$ cat config.mk
export PLATFORM = sky130hd
export DESIGN_NAME = uart_transceiver_flat
export DESIGN_NICKNAME = d
export VERILOG_FILES = /design/src/rtl/uart_pkg.sv /design/src/rtl/uart_transceiver_if.sv /design/src/rtl/uart_baud_tick.sv /design/src/rtl/uart_transceiver.sv /design/src/flat_wrapper.sv
export SDC_FILE = /design/constraint.sdc
export NUM_CORES = 1
export LEC_CHECK = 0
export BUFFER_PORTS_ARGS = -buffer_cell sky130_fd_sc_hd__buf_4
export CAP_MARGIN = 10
export CORE_MARGIN = 2
export CORE_UTILIZATION = 54
export CTS_BUF_LIST = sky130_fd_sc_hd__clkbuf_16
export DETAILED_ROUTE_END_ITERATION = 8
export PLACE_DENSITY = 0.76
export SYNTH_ARGS = -nofsm -noshare
export SYNTH_HDL_FRONTEND = slang
export SYNTH_SLANG_ARGS = --single-unit
$ cat constraint.sdc
create_clock -name Clock_100MHz -period 2.1 [get_ports Clock_100MHz]
set_input_delay 0.315 -clock Clock_100MHz [delete_from_list [all_inputs] [get_ports Clock_100MHz]]
set_output_delay 0.315 -clock Clock_100MHz [all_outputs]
set_load 0.03 [all_outputs]
$ cat src/rtl/uart_pkg.sv
// Shared UART types and helpers: FSM state enums, baud divisor function, counter widths.
// Latency: n/a (declarations only).
// Backpressure: n/a.
package uart_pkg;

    // Oversample phase counter covers 0..15 (OVERSAMPLE up to 16).
    localparam int OS_CNT_W  = 4;
    // Bit counter covers up to 9 data bits or 2 stop bits.
    localparam int BIT_CNT_W = 4;

`ifdef UART_PARITY_EN
    typedef enum logic [2:0] {TX_IDLE, TX_START, TX_DATA, TX_PARITY, TX_STOP} tx_state_t;
    typedef enum logic [2:0] {RX_IDLE, RX_START, RX_DATA, RX_PARITY, RX_STOP} rx_state_t;
`else
    typedef enum logic [2:0] {TX_IDLE, TX_START, TX_DATA, TX_STOP} tx_state_t;
    typedef enum logic [2:0] {RX_IDLE, RX_START, RX_DATA, RX_STOP} rx_state_t;
`endif

    // Rounded system-clock cycles per oversample tick, never below 1.
    function automatic int calc_div(input longint clock_hz, input longint baud,
                                    input longint oversample);
        longint den;
        longint div;
        den = baud * oversample;
        div = (clock_hz + den / 2) / den;
        if (div < 1) div = 1;
        return int'(div);
    endfunction

endpackage

$ cat src/rtl/uart_transceiver_if.sv
// User-side transmit handshake and receive strobe bundle for uart_transceiver.
// Latency: n/a (wires only).
// Backpressure: Tx_Valid/Tx_Ready handshake; Rx_Valid is a strobe with no backpressure.
interface uart_transceiver_if #(
    parameter int DATA_BITS = 8
);
    logic [DATA_BITS-1:0] Tx_Data;
    logic                 Tx_Valid;
    logic                 Tx_Ready;
    logic [DATA_BITS-1:0] Rx_Data;
    logic                 Rx_Valid;
    logic                 Rx_Frame_Error;
    logic                 Rx_Parity_Error;

    // User logic side
    modport master (
        output Tx_Data, Tx_Valid,
        input  Tx_Ready, Rx_Data, Rx_Valid, Rx_Frame_Error, Rx_Parity_Error
    );

    // UART core side
    modport slave (
        input  Tx_Data, Tx_Valid,
        output Tx_Ready, Rx_Data, Rx_Valid, Rx_Frame_Error, Rx_Parity_Error
    );
endinterface

$ cat src/rtl/uart_baud_tick.sv
// Free-running oversample tick generator: counter 0..DIV-1, tick_o high while at DIV-1.
// Latency: tick_o is decoded from the registered counter, one pulse every DIV cycles.
// Backpressure: none, free-running.
module uart_baud_tick #(
    parameter int DIV = 1
) (
    input  logic clk_i,
    input  logic rst_ni,
    output logic tick_o
);
    localparam int            CW   = (DIV > 1) ? $clog2(DIV) : 1;
    localparam logic [CW-1:0] LAST = CW'(DIV - 1);

    logic [CW-1:0] cnt_q;

    // Wrap the divider counter at DIV-1
    always_ff @(posedge clk_i or negedge rst_ni) begin
        if (!rst_ni)            cnt_q <= '0;
        else if (cnt_q == LAST) cnt_q <= '0;
        else                    cnt_q <= cnt_q + CW'(1);
    end

    assign tick_o = (cnt_q == LAST);
endmodule

$ cat src/rtl/uart_transceiver.sv
// Full-duplex UART on the system clock with oversampled RX; optional parity via UART_PARITY_EN.
// Latency: TX line starts on the next tick after accept; Rx_Valid ~1 tick + 3 cycles after mid-stop.
// Backpressure: Tx_Ready low for the whole TX frame; Rx_Valid is a one-cycle strobe, never stalls.
module uart_transceiver
    import uart_pkg::*;
#(
    parameter int CLOCK_HZ   = 100_000_000,
    parameter int BAUD       = 9600,
    parameter int OVERSAMPLE = 16,
    parameter int DATA_BITS  = 8,
    parameter int STOP_BITS  = 1,
    parameter int PARITY_ODD = 0
) (
    input  logic              Clock_100MHz,
    input  logic              Reset_n,
    input  logic              TXD,
    output logic              RXD,
    uart_transceiver_if.slave uif
);
    localparam int                   DIV       = calc_div(CLOCK_HZ, BAUD, OVERSAMPLE);
    localparam logic [OS_CNT_W-1:0]  OS_LAST   = OS_CNT_W'(OVERSAMPLE - 1);
    localparam logic [OS_CNT_W-1:0]  OS_MID    = OS_CNT_W'(OVERSAMPLE / 2 - 1);
    localparam logic [BIT_CNT_W-1:0] DATA_LAST = BIT_CNT_W'(DATA_BITS - 1);
    localparam logic [BIT_CNT_W-1:0] STOP_LAST = BIT_CNT_W'(STOP_BITS - 1);

    if (OVERSAMPLE < 8 || OVERSAMPLE > 16 || (OVERSAMPLE % 2) != 0 ||
        DATA_BITS < 5 || DATA_BITS > 9 || STOP_BITS < 1 || STOP_BITS > 2 ||
        PARITY_ODD < 0 || PARITY_ODD > 1) begin : g_bad_cfg
        $error("uart_transceiver: unsupported parameter set");
    end

    logic tick;

    uart_baud_tick #(.DIV(DIV)) u_tick (
        .clk_i  (Clock_100MHz),
        .rst_ni (Reset_n),
        .tick_o (tick)
    );

    // ---------------- transmitter ----------------
    tx_state_t              tx_state_q;
    logic [DATA_BITS-1:0]   tx_shift_q;
    logic [OS_CNT_W-1:0]    tx_os_q;
    logic [BIT_CNT_W-1:0]   tx_bit_q;
    logic                   tx_arm_q;     // waiting for the first tick to open the start bit
    logic                   rxd_q;
    logic                   tx_ready_q;
    logic                   tx_bit_end;
`ifdef UART_PARITY_EN
    localparam logic        PAR_ODD = 1'(PARITY_ODD);
    logic                   tx_par_q;
`endif

    assign tx_bit_end   = tick && (tx_os_q == OS_LAST);
    assign RXD          = rxd_q;
    assign uif.Tx_Ready = tx_ready_q;

    // TX frame sequencer: every line transition is aligned to a tick
    always_ff @(posedge Clock_100MHz or negedge Reset_n) begin
        if (!Reset_n) begin
            tx_state_q <= TX_IDLE;
            tx_shift_q <= '0;
            tx_os_q    <= '0;
            tx_bit_q   <= '0;
            tx_arm_q   <= 1'b0;
            rxd_q      <= 1'b1;
            tx_ready_q <= 1'b1;
`ifdef UART_PARITY_EN
            tx_par_q   <= 1'b0;
`endif
        end else begin
            case (tx_state_q)
                TX_IDLE: if (uif.Tx_Valid && tx_ready_q) begin
                    tx_shift_q <= uif.Tx_Data;
`ifdef UART_PARITY_EN
                    tx_par_q   <= (^uif.Tx_Data) ^ PAR_ODD;
`endif
                    tx_ready_q <= 1'b0;
                    tx_arm_q   <= 1'b1;
                    tx_os_q    <= '0;
                    tx_state_q <= TX_START;
                end
                TX_START: if (tick) begin
                    if (tx_arm_q) begin
                        rxd_q    <= 1'b0;
                        tx_arm_q <= 1'b0;
                    end else if (tx_os_q == OS_LAST) begin
                        tx_os_q    <= '0;
                        rxd_q      <= tx_shift_q[0];
                        tx_shift_q <= tx_shift_q >> 1;
                        tx_bit_q   <= '0;
                        tx_state_q <= TX_DATA;
                    end else begin
                        tx_os_q <= tx_os_q + OS_CNT_W'(1);
                    end
                end
                TX_DATA: if (tx_bit_end) begin
                    tx_os_q <= '0;
                    if (tx_bit_q == DATA_LAST) begin
`ifdef UART_PARITY_EN
                        rxd_q      <= tx_par_q;
                        tx_state_q <= TX_PARITY;
`else
                        rxd_q      <= 1'b1;
                        tx_bit_q   <= '0;
                        tx_state_q <= TX_STOP;
`endif
                    end else begin
                        rxd_q      <= tx_shift_q[0];
                        tx_shift_q <= tx_shift_q >> 1;
                        tx_bit_q   <= tx_bit_q + BIT_CNT_W'(1);
                    end
                end else if (tick) begin
                    tx_os_q <= tx_os_q + OS_CNT_W'(1);
                end
`ifdef UART_PARITY_EN
                TX_PARITY: if (tx_bit_end) begin
                    tx_os_q    <= '0;
                    rxd_q      <= 1'b1;
                    tx_bit_q   <= '0;
                    tx_state_q <= TX_STOP;
                end else if (tick) begin
                    tx_os_q <= tx_os_q + OS_CNT_W'(1);
                end
`endif
                TX_STOP: if (tx_bit_end) begin
                    tx_os_q <= '0;
                    if (tx_bit_q == STOP_LAST) begin
                        tx_ready_q <= 1'b1;
                        tx_state_q <= TX_IDLE;
                    end else begin
                        tx_bit_q <= tx_bit_q + BIT_CNT_W'(1);
                    end
                end else if (tick) begin
                    tx_os_q <= tx_os_q + OS_CNT_W'(1);
                end
                default: tx_state_q <= TX_IDLE;
            endcase
        end
    end

    // ---------------- receiver ----------------
    logic                   sync1_q, sync2_q;
    rx_state_t              rx_state_q;
    logic [DATA_BITS-1:0]   rx_shift_q;
    logic [OS_CNT_W-1:0]    rx_os_q;
    logic [BIT_CNT_W-1:0]   rx_bit_q;
    logic                   rx_wait_high_q;  // after a low stop bit, ignore the line until it idles high
    logic                   rx_valid_q;
    logic [DATA_BITS-1:0]   rx_data_q;
    logic                   rx_ferr_q;
    logic                   rx_sample;
`ifdef UART_PARITY_EN
    logic                   rx_par_bad_q;
    logic                   rx_perr_q;
    assign uif.Rx_Parity_Error = rx_perr_q;
`else
    assign uif.Rx_Parity_Error = 1'b0;
`endif

    assign rx_sample          = tick && (rx_os_q == OS_LAST);
    assign uif.Rx_Valid       = rx_valid_q;
    assign uif.Rx_Data        = rx_data_q;
    assign uif.Rx_Frame_Error = rx_ferr_q;

    // Two-flop synchroniser on the asynchronous serial input
    always_ff @(posedge Clock_100MHz or negedge Reset_n) begin
        if (!Reset_n) begin
            sync1_q <= 1'b1;
            sync2_q <= 1'b1;
        end else begin
            sync1_q <= TXD;
            sync2_q <= sync1_q;
        end
    end

    // RX frame sequencer: start validated at half-bit, later bits sampled at mid-bit
    always_ff @(posedge Clock_100MHz or negedge Reset_n) begin
        if (!Reset_n) begin
            rx_state_q     <= RX_IDLE;
            rx_shift_q     <= '0;
            rx_os_q        <= '0;
            rx_bit_q       <= '0;
            rx_wait_high_q <= 1'b0;
            rx_valid_q     <= 1'b0;
            rx_data_q      <= '0;
            rx_ferr_q      <= 1'b0;
`ifdef UART_PARITY_EN
            rx_par_bad_q   <= 1'b0;
            rx_perr_q      <= 1'b0;
`endif
        end else begin
            rx_valid_q <= 1'b0;
            case (rx_state_q)
                RX_IDLE: begin
                    if (rx_wait_high_q) begin
                        if (sync2_q) rx_wait_high_q <= 1'b0;
                    end else if (!sync2_q) begin
                        rx_os_q    <= '0;
                        rx_state_q <= RX_START;
                    end
                end
                RX_START: if (tick) begin
                    if (rx_os_q == OS_MID) begin
                        rx_os_q    <= '0;
                        rx_bit_q   <= '0;
                        rx_state_q <= sync2_q ? RX_IDLE : RX_DATA;
                    end else begin
                        rx_os_q <= rx_os_q + OS_CNT_W'(1);
                    end
                end
                RX_DATA: if (rx_sample) begin
                    rx_os_q    <= '0;
                    rx_shift_q <= {sync2_q, rx_shift_q[DATA_BITS-1:1]};
                    if (rx_bit_q == DATA_LAST) begin
`ifdef UART_PARITY_EN
                        rx_state_q <= RX_PARITY;
`else
                        rx_state_q <= RX_STOP;
`endif
                    end else begin
                        rx_bit_q <= rx_bit_q + BIT_CNT_W'(1);
                    end
                end else if (tick) begin
                    rx_os_q <= rx_os_q + OS_CNT_W'(1);
                end
`ifdef UART_PARITY_EN
                RX_PARITY: if (rx_sample) begin
                    rx_os_q      <= '0;
                    rx_par_bad_q <= sync2_q ^ (^rx_shift_q) ^ PAR_ODD;
                    rx_state_q   <= RX_STOP;
                end else if (tick) begin
                    rx_os_q <= rx_os_q + OS_CNT_W'(1);
                end
`endif
                RX_STOP: if (rx_sample) begin
                    rx_os_q        <= '0;
                    rx_valid_q     <= 1'b1;
                    rx_data_q      <= rx_shift_q;
                    rx_ferr_q      <= ~sync2_q;
`ifdef UART_PARITY_EN
                    rx_perr_q      <= rx_par_bad_q;
`endif
                    rx_wait_high_q <= ~sync2_q;
                    rx_state_q     <= RX_IDLE;
                end else if (tick) begin
                    rx_os_q <= rx_os_q + OS_CNT_W'(1);
                end
                default: rx_state_q <= RX_IDLE;
            endcase
        end
    end
endmodule
$ cat src/flat_wrapper.sv
// flat-port wrapper written by rule: the top's interface ports become plain ports
module uart_transceiver_flat import uart_pkg::*;
#(
    parameter int CLOCK_HZ   = 100_000_000,
    parameter int BAUD       = 9600,
    parameter int OVERSAMPLE = 16,
    parameter int DATA_BITS  = 8,
    parameter int STOP_BITS  = 1,
    parameter int PARITY_ODD = 0
)
  (Clock_100MHz, Reset_n, TXD, RXD, uif_Tx_Data, uif_Tx_Valid, uif_Tx_Ready, uif_Rx_Data, uif_Rx_Valid, uif_Rx_Frame_Error, uif_Rx_Parity_Error);
  uart_transceiver_if #(.DATA_BITS(DATA_BITS)) uif_i ();
  input  logic Clock_100MHz;
  input  logic Reset_n;
  input  logic TXD;
  output logic RXD;
  input wire logic [$bits(uif_i.Tx_Data)-1:0] uif_Tx_Data;
  input wire logic [$bits(uif_i.Tx_Valid)-1:0] uif_Tx_Valid;
  output wire logic [$bits(uif_i.Tx_Ready)-1:0] uif_Tx_Ready;
  output wire logic [$bits(uif_i.Rx_Data)-1:0] uif_Rx_Data;
  output wire logic [$bits(uif_i.Rx_Valid)-1:0] uif_Rx_Valid;
  output wire logic [$bits(uif_i.Rx_Frame_Error)-1:0] uif_Rx_Frame_Error;
  output wire logic [$bits(uif_i.Rx_Parity_Error)-1:0] uif_Rx_Parity_Error;
  assign uif_i.Tx_Data = uif_Tx_Data;
  assign uif_i.Tx_Valid = uif_Tx_Valid;
  assign uif_Tx_Ready = uif_i.Tx_Ready;
  assign uif_Rx_Data = uif_i.Rx_Data;
  assign uif_Rx_Valid = uif_i.Rx_Valid;
  assign uif_Rx_Frame_Error = uif_i.Rx_Frame_Error;
  assign uif_Rx_Parity_Error = uif_i.Rx_Parity_Error;
  uart_transceiver #(.CLOCK_HZ(CLOCK_HZ), .BAUD(BAUD), .OVERSAMPLE(OVERSAMPLE), .DATA_BITS(DATA_BITS), .STOP_BITS(STOP_BITS), .PARITY_ODD(PARITY_ODD)) u_core (.Clock_100MHz(Clock_100MHz), .Reset_n(Reset_n), .TXD(TXD), .RXD(RXD), .uif(uif_i));
endmodule
Word level (Yosys, flattened, before mapping)
Index checks and enable logic that the tools add are counted.
Widths: inputs -> output; s select.
{ "op_classes": {"addsub": 5, "eq_ne": 33, "n_mux": 72, "bitwise": 1, "n_reduce_logical": 30} }
{ "ops": {"columns": ["operator", "n"], "rows": [
  ["$mux 4", 23],
  ["$mux 8", 6],
  ["$mux 3", 15],
  ["$pmux 4 s3", 3],
  ["$ne 2x1->1 const B", 12],
  ["$pmux 3 s4", 2],
  ["$pmux 8 s3", 1],
  ["$reduce_and 7->1", 3],
  ["$add 4x1->4 const B", 4],
  ["$mux 1", 15],
  ["$reduce_and 5->1", 3],
  ["$eq 3x2->1 const B", 4],
  ["$eq 4x3->1 const B", 3],
  ["$ne 2x2->1 const B", 6],
  ["$reduce_bool 3->1", 4],
  ["$add 10x1->10 const B", 1],
  ["$eq 10x10->1 const B", 1],
  ["$mux 10", 1],
  ["$reduce_bool 2->1", 5],
  ["$ne 3x1->1 const B", 3],
  ["$eq 4x4->1 const B", 2],
  ["$pmux 1 s2", 4],
  ["$pmux 4 s2", 1],
  ["$reduce_and 4->1", 2],
  ["other kinds (10)", 17]
]} }
{ "word_totals": {"ff_bits": 64, "in_bits": 12, "word_cells": 159} }

Longest topological paths before layout
{ "depth": {"word_depth": 5, "ltp_mapped": 8} }

Modules after synthesis
A second synthesis with hierarchy kept.
{ "hier_totals": {"cells_unflattened": 286, "area_unflattened_um2": 3163.0} }
{ "modules_own_cells": {"columns": ["module", "n_inst", "cells_each", "area_per_inst_um2", "seq_area_each_um2"], "rows": [
  ["uart_transceiver", 1, 240, 2650.0, 1306.3],
  ["uart_baud_tick", 1, 46, 513.0, 250.2]
]} }

Least setup slack after synthesis
OpenSTA, ideal clock, no wires.
{ "synth_timing": {"path_type": "reg2reg", "startpoint": "reg u_core.u_tick.cnt_q[8]", "endpoint": "reg u_core.tx_shift_q[0]", "setup_time_ns": 0.125, "t_arrival_ns": 2.141, "t_required_ns": 1.975, "path_slack_ns": -0.166, "path_stages_with_launch": 8, "path_buffers": 2, "period_less_slack_ns": 2.266, "path_cell_list": "dfrtp_1 -> or3b_1 -> buf_6 -> nor3_4 -> a21oi_4 -> a2111o_1 -> buf_6 -> mux2_4"} }
{ "synth_between": {"elab_chain_len": 4} }
{ "synth_rtl": {"columns": ["element", "line", "text"], "rows": [
  ["start: declaration", "uart_baud_tick.sv:14", "logic [CW-1:0] cnt_q;"],
  ["start signal: assignment", "uart_baud_tick.sv:20", "else cnt_q <= cnt_q + CW'(1);"],
  ["$eq 10x10->1 (*)", "uart_baud_tick.sv:23", "assign tick_o = (cnt_q == LAST);"],
  ["$logic_and 1x1->1", "uart_transceiver.sv:54", "assign tx_bit_end = tick && (tx_os_q == OS_LAST);"],
  ["$ne 2x1->1 (no source line)", null, null],
  ["$reduce_and 7->1 (no source line) (*)", null, null],
  ["end signal: assignment", "uart_transceiver.sv:74", "tx_shift_q <= uif.Tx_Data;"],
  ["end signal: assignment", "uart_transceiver.sv:90", "tx_shift_q <= tx_shift_q >> 1;"],
  ["end signal: assignment", "uart_transceiver.sv:110", "tx_shift_q <= tx_shift_q >> 1;"],
  ["end: declaration", "uart_transceiver.sv:42", "logic [DATA_BITS-1:0] tx_shift_q;"]
]} }
Mark *: on every way between the ends. The rest lies on a longest branch, timed or not.
A chain may end at the register's enable or synchronous reset.

Final worst setup path
{ "layout_timing": {"startpoint": "reg u_core.u_tick.cnt_q[8]", "endpoint": "reg u_core.rx_bit_q[2]"} }
{ "layout_between": {"elab_chain_len": 4} }
{ "layout_rtl": {"columns": ["element", "line", "text"], "rows": [
  ["$eq 10x10->1 (*)", "uart_baud_tick.sv:23", null],
  ["$logic_and 1x1->1", "uart_transceiver.sv:161", "assign rx_sample = tick && (rx_os_q == OS_LAST);"],
  ["$ne 2x1->1 (no source line)", null, null],
  ["$reduce_and 5->1 (no source line) (*)", null, null],
  ["end signal: assignment", "uart_transceiver.sv:222", "rx_bit_q <= rx_bit_q + BIT_CNT_W'(1);"],
  ["end: declaration", "uart_transceiver.sv:147", "logic [BIT_CNT_W-1:0] rx_bit_q;"]
]} }
Marks and branches as above.

==> impl_metrics.csv <==
group,metric,value,unit
sta,rsz0062_at_grt,"yes",
clock_network,root_buffer,"clkbuf_16",
routing,first_pass_iters,4,
placed_design,port_buffers,23,
synth,synth-edff-count,0,
routing,wirelength,6680,um
cells_and_area,fin_util,0.706,
routing,vias,2435,
floorplan,std_cell_rows,28,
clock_network,cts_sinks,62,
sta,final-setup-viol-count,0,
floorplan,ios,25,
worst_setup_path,crit_path_end_kind,"flop",
clock_network,clk_latency,330,ps
sta,hold_viol,0,
job,drv_cap,0,
cells_and_area,area_delta_synth_final,27.5,%
floorplan,initial_core_util,0.553,
clock_network,cts_tree,"done",
cells_and_area,num_antenna_cells,0,
clock_network,cts_buffers,9,
clock_network,cts.path.max_buffers,2,
clock_network,htreeDepth,3,
sta,finalCritPeriodShare,0.985,
routing,post_drt_via_cell_ratio,5.55,
clock_network,ctsHoldBuffers,0,
worst_setup_path,critPathMaxFanout,5,
synth,avgSynthCellArea,11.0,sq um
sta,slew-limit-headroom,0.482,
synth,synth_nets,324,
routing,antenna_left,0,
routing,wl_per_cell,15.2,um
pwr,power.total,2.74,mW
synth,synth_top_cell_area_share,0.448,
synth,ys_warn_count,0,
global_route,grt_use_total,0.223,
synth,synth_seq_area_share,0.481,
pwr,pwr_density_cell,663,nW/um^2
global_route,grt_pass1_vias,2353,
synth,synth.area.top_cells,"dfrtp_1 (45%), mux2_2 (8.0%), ha_1 (6.6%)",
global_route,antenna_found_initial,0,
routing,drc,0,
synth,synthFlopType,"dfrtp_1",
floorplan,coreArea,5850,sq um
global_route,overflow,0,
clock_network,cts.reportedPaths.clkPinSlew,50,ps
cells_and_area,drive_gt1_frac,0.357,
routing,drt_iter0_drc,155,
worst_setup_path,start_kind,"flop",
pwr,peakVddDrop,0.605,mV
floorplan,die_h,81.4,um
synth,async_flop_share,1.00,
cells_and_area,final_nets,388,
min_path,hold_path.class,"in -> async",
synth,ys_ff_latch,62,
floorplan,die_x,81.4,um
placed_design,gp_congestion,0.873,
worst_setup_path,critPathRequiredTime,2360,ps
run_status,status,"complete, no violations",
sta,holdWs,68.8,ps
sta,worst_pin_slew,777,ps
placed_design,placedCellCount,416,
global_route,grt_max_degree,63,
global_route,grt_pass1_wl,11100,um
sta,clock_skew,6.89,ps
cells_and_area,fillers,380,
worst_setup_path,critical_path_class,"reg -> reg",
floorplan,die-area,6630,sq um
synth,synth_area,3240,sq um
sta,slew_violations,0,
cells_and_area,fin_cells,439,
synth,post_synth_num_cell_types,52,
placed_design,dpl.hpwl,4440,um
synth,synthCells,295,
worst_setup_path,crit_arrival,2330,ps
pwr,leakagePower,1.96,nW
synth,synth_top_cell_by_area,"dfrtp_1",
sta,min_period,2070,ps
sta,fmax,483,MHz
## per-stage QoR
step	setup TNS [ps]	instance area (sq um)	setup WS (ps)
final	0	4130	31.6
after global routing	-540	4130	-77.6
after CTS	0	4060	21.8
after detailed placement	-106	3680	-48.3
after global placement	0	3680	0.776
after floorplan	-1100	3240	-135
## synth_stat cells, types with 8 or more instances
cell type   n
o21ai_0    21
nand3_1    12
nor2_1     18
mux2_4      8
nand2_1    20
dfrtp_1    58
inv_1      18
a21oi_1    12
ha_1       17
mux2_2     23
## layout make-up
class,count,area [sq um],area share
multi-input cells,208,1660,0.401
clock inverters,7,75.1,0.0182
clock buffers,9,225,0.0545
repair buffers,60,454,0.110
well taps,75,93.8,0.0227
inverters,18,67.6,0.0164
flip-flops and latches,62,1560,0.377
## report_power, final
part | switching [mW] | internal, mW
clock | 0.542 | 0.919
sequential | 0.00757 | 1.21
combinational | 0.0318 | 0.0288
## layer usage
| layer | GRT usage | share of wire |
|---|---|---|
| met1 | 0.301 | 0.47 |
| met2 | 0.348 | 0.49 |
| met3 | 0.0549 | 0.030 |
| met4 | 0.0881 | 0.013 |
| met5 | 0 | 0 |
## repair_timing
| item | CTS | global route |
|---|---|---|
| resized for setup | 6 | 16 |
| setup endpoints to repair | 13 | 26 |
| pin swaps | 1 | 5 |
| cloned | 0 | 0 |
| setup buffers | 6 | 1 |
## placed cells by master (no fill, tap or decap), types with 3 or more instances in the layout
cell,instances
buf_4,59
dfrtp_1,58
mux2_2,23
nand2_1,20
nor2_1,18
inv_1,17
o21ai_0,17
ha_1,16
a21oi_1,12
nand3_1,11
clkbuf_16,9
mux2_4,8
xnor2_1,5
xor2_1,4
o21ai_1,4
or4_1,4
dfstp_2,4
nand2b_1,3
nand3b_1,3
o31ai_1,3
o21bai_1,3
nor3_1,3
mux2i_1,3
clkinv_4,3
## state kept, by name, indices dropped and copies added, names as in the netlist
name	cells
u_core.u_tick.cnt_q	10
u_core.rx_shift_q	8
u_core.tx_shift_q	8
u_core.uif.Rx_Data	8
u_core.rx_bit_q	4
u_core.rx_os_q	4
u_core.tx_bit_q	4
u_core.tx_os_q	4
u_core.rx_state_q	2
u_core.tx_state_q	2
u_core.RXD	1
u_core.rx_wait_high_q	1
u_core.sync1_q	1
u_core.sync2_q	1
u_core.tx_arm_q	1
u_core.uif.Rx_Frame_Error	1
u_core.uif.Rx_Valid	1
u_core.uif.Tx_Ready	1
## cells by family (layout without fill, tap and decap cells)
family,Yosys count,in the layout,synth area share
XOR/XNOR,9,9,0.0243
AND/OR/NAND/NOR,86,86,0.143
multiplexers,34,34,0.126
other,1,1,0.00116
flip-flops,62,62,0.481
adder cells (fa/ha/maj),17,17,0.0657
AO/OA/AOI/OAI,61,61,0.124
buffers and inverters,25,94,0.0348
## critical path, stage by stage (launching register included)
cell and delay, ps:
dfrtp_1 380, or3b_4 440, buf_4 160, o31ai_2 270
o2111ai_2 180, or4_1 500, nand2_1 80
## worst paths after layout
kind | startpoint | endpoint | slack (ps) | cells past startpoint
max reg2reg | u_core.u_tick.cnt_q[8]$_DFF_PN0_ | u_core.rx_bit_q[2]$_DFFE_PN0P_ | 30 | 6
min in group Clock_100MHz | TXD | u_core.sync1_q$_DFF_PN1_ | 90 | 1
max | u_core.u_tick.cnt_q[8]$_DFF_PN0_ | u_core.rx_bit_q[2]$_DFFE_PN0P_ | 30 | 6
min | Reset_n | u_core.tx_arm_q$_DFFE_PN0P_ | 70 | 1
max in group asynchronous | Reset_n | u_core.tx_bit_q[0]$_DFFE_PN0P_ | 1520 | 1
min reg2reg | u_core.sync1_q$_DFF_PN1_ | u_core.sync2_q$_DFF_PN1_ | 360 | 0
No activity file was read; power rests on OpenSTA's default activity.
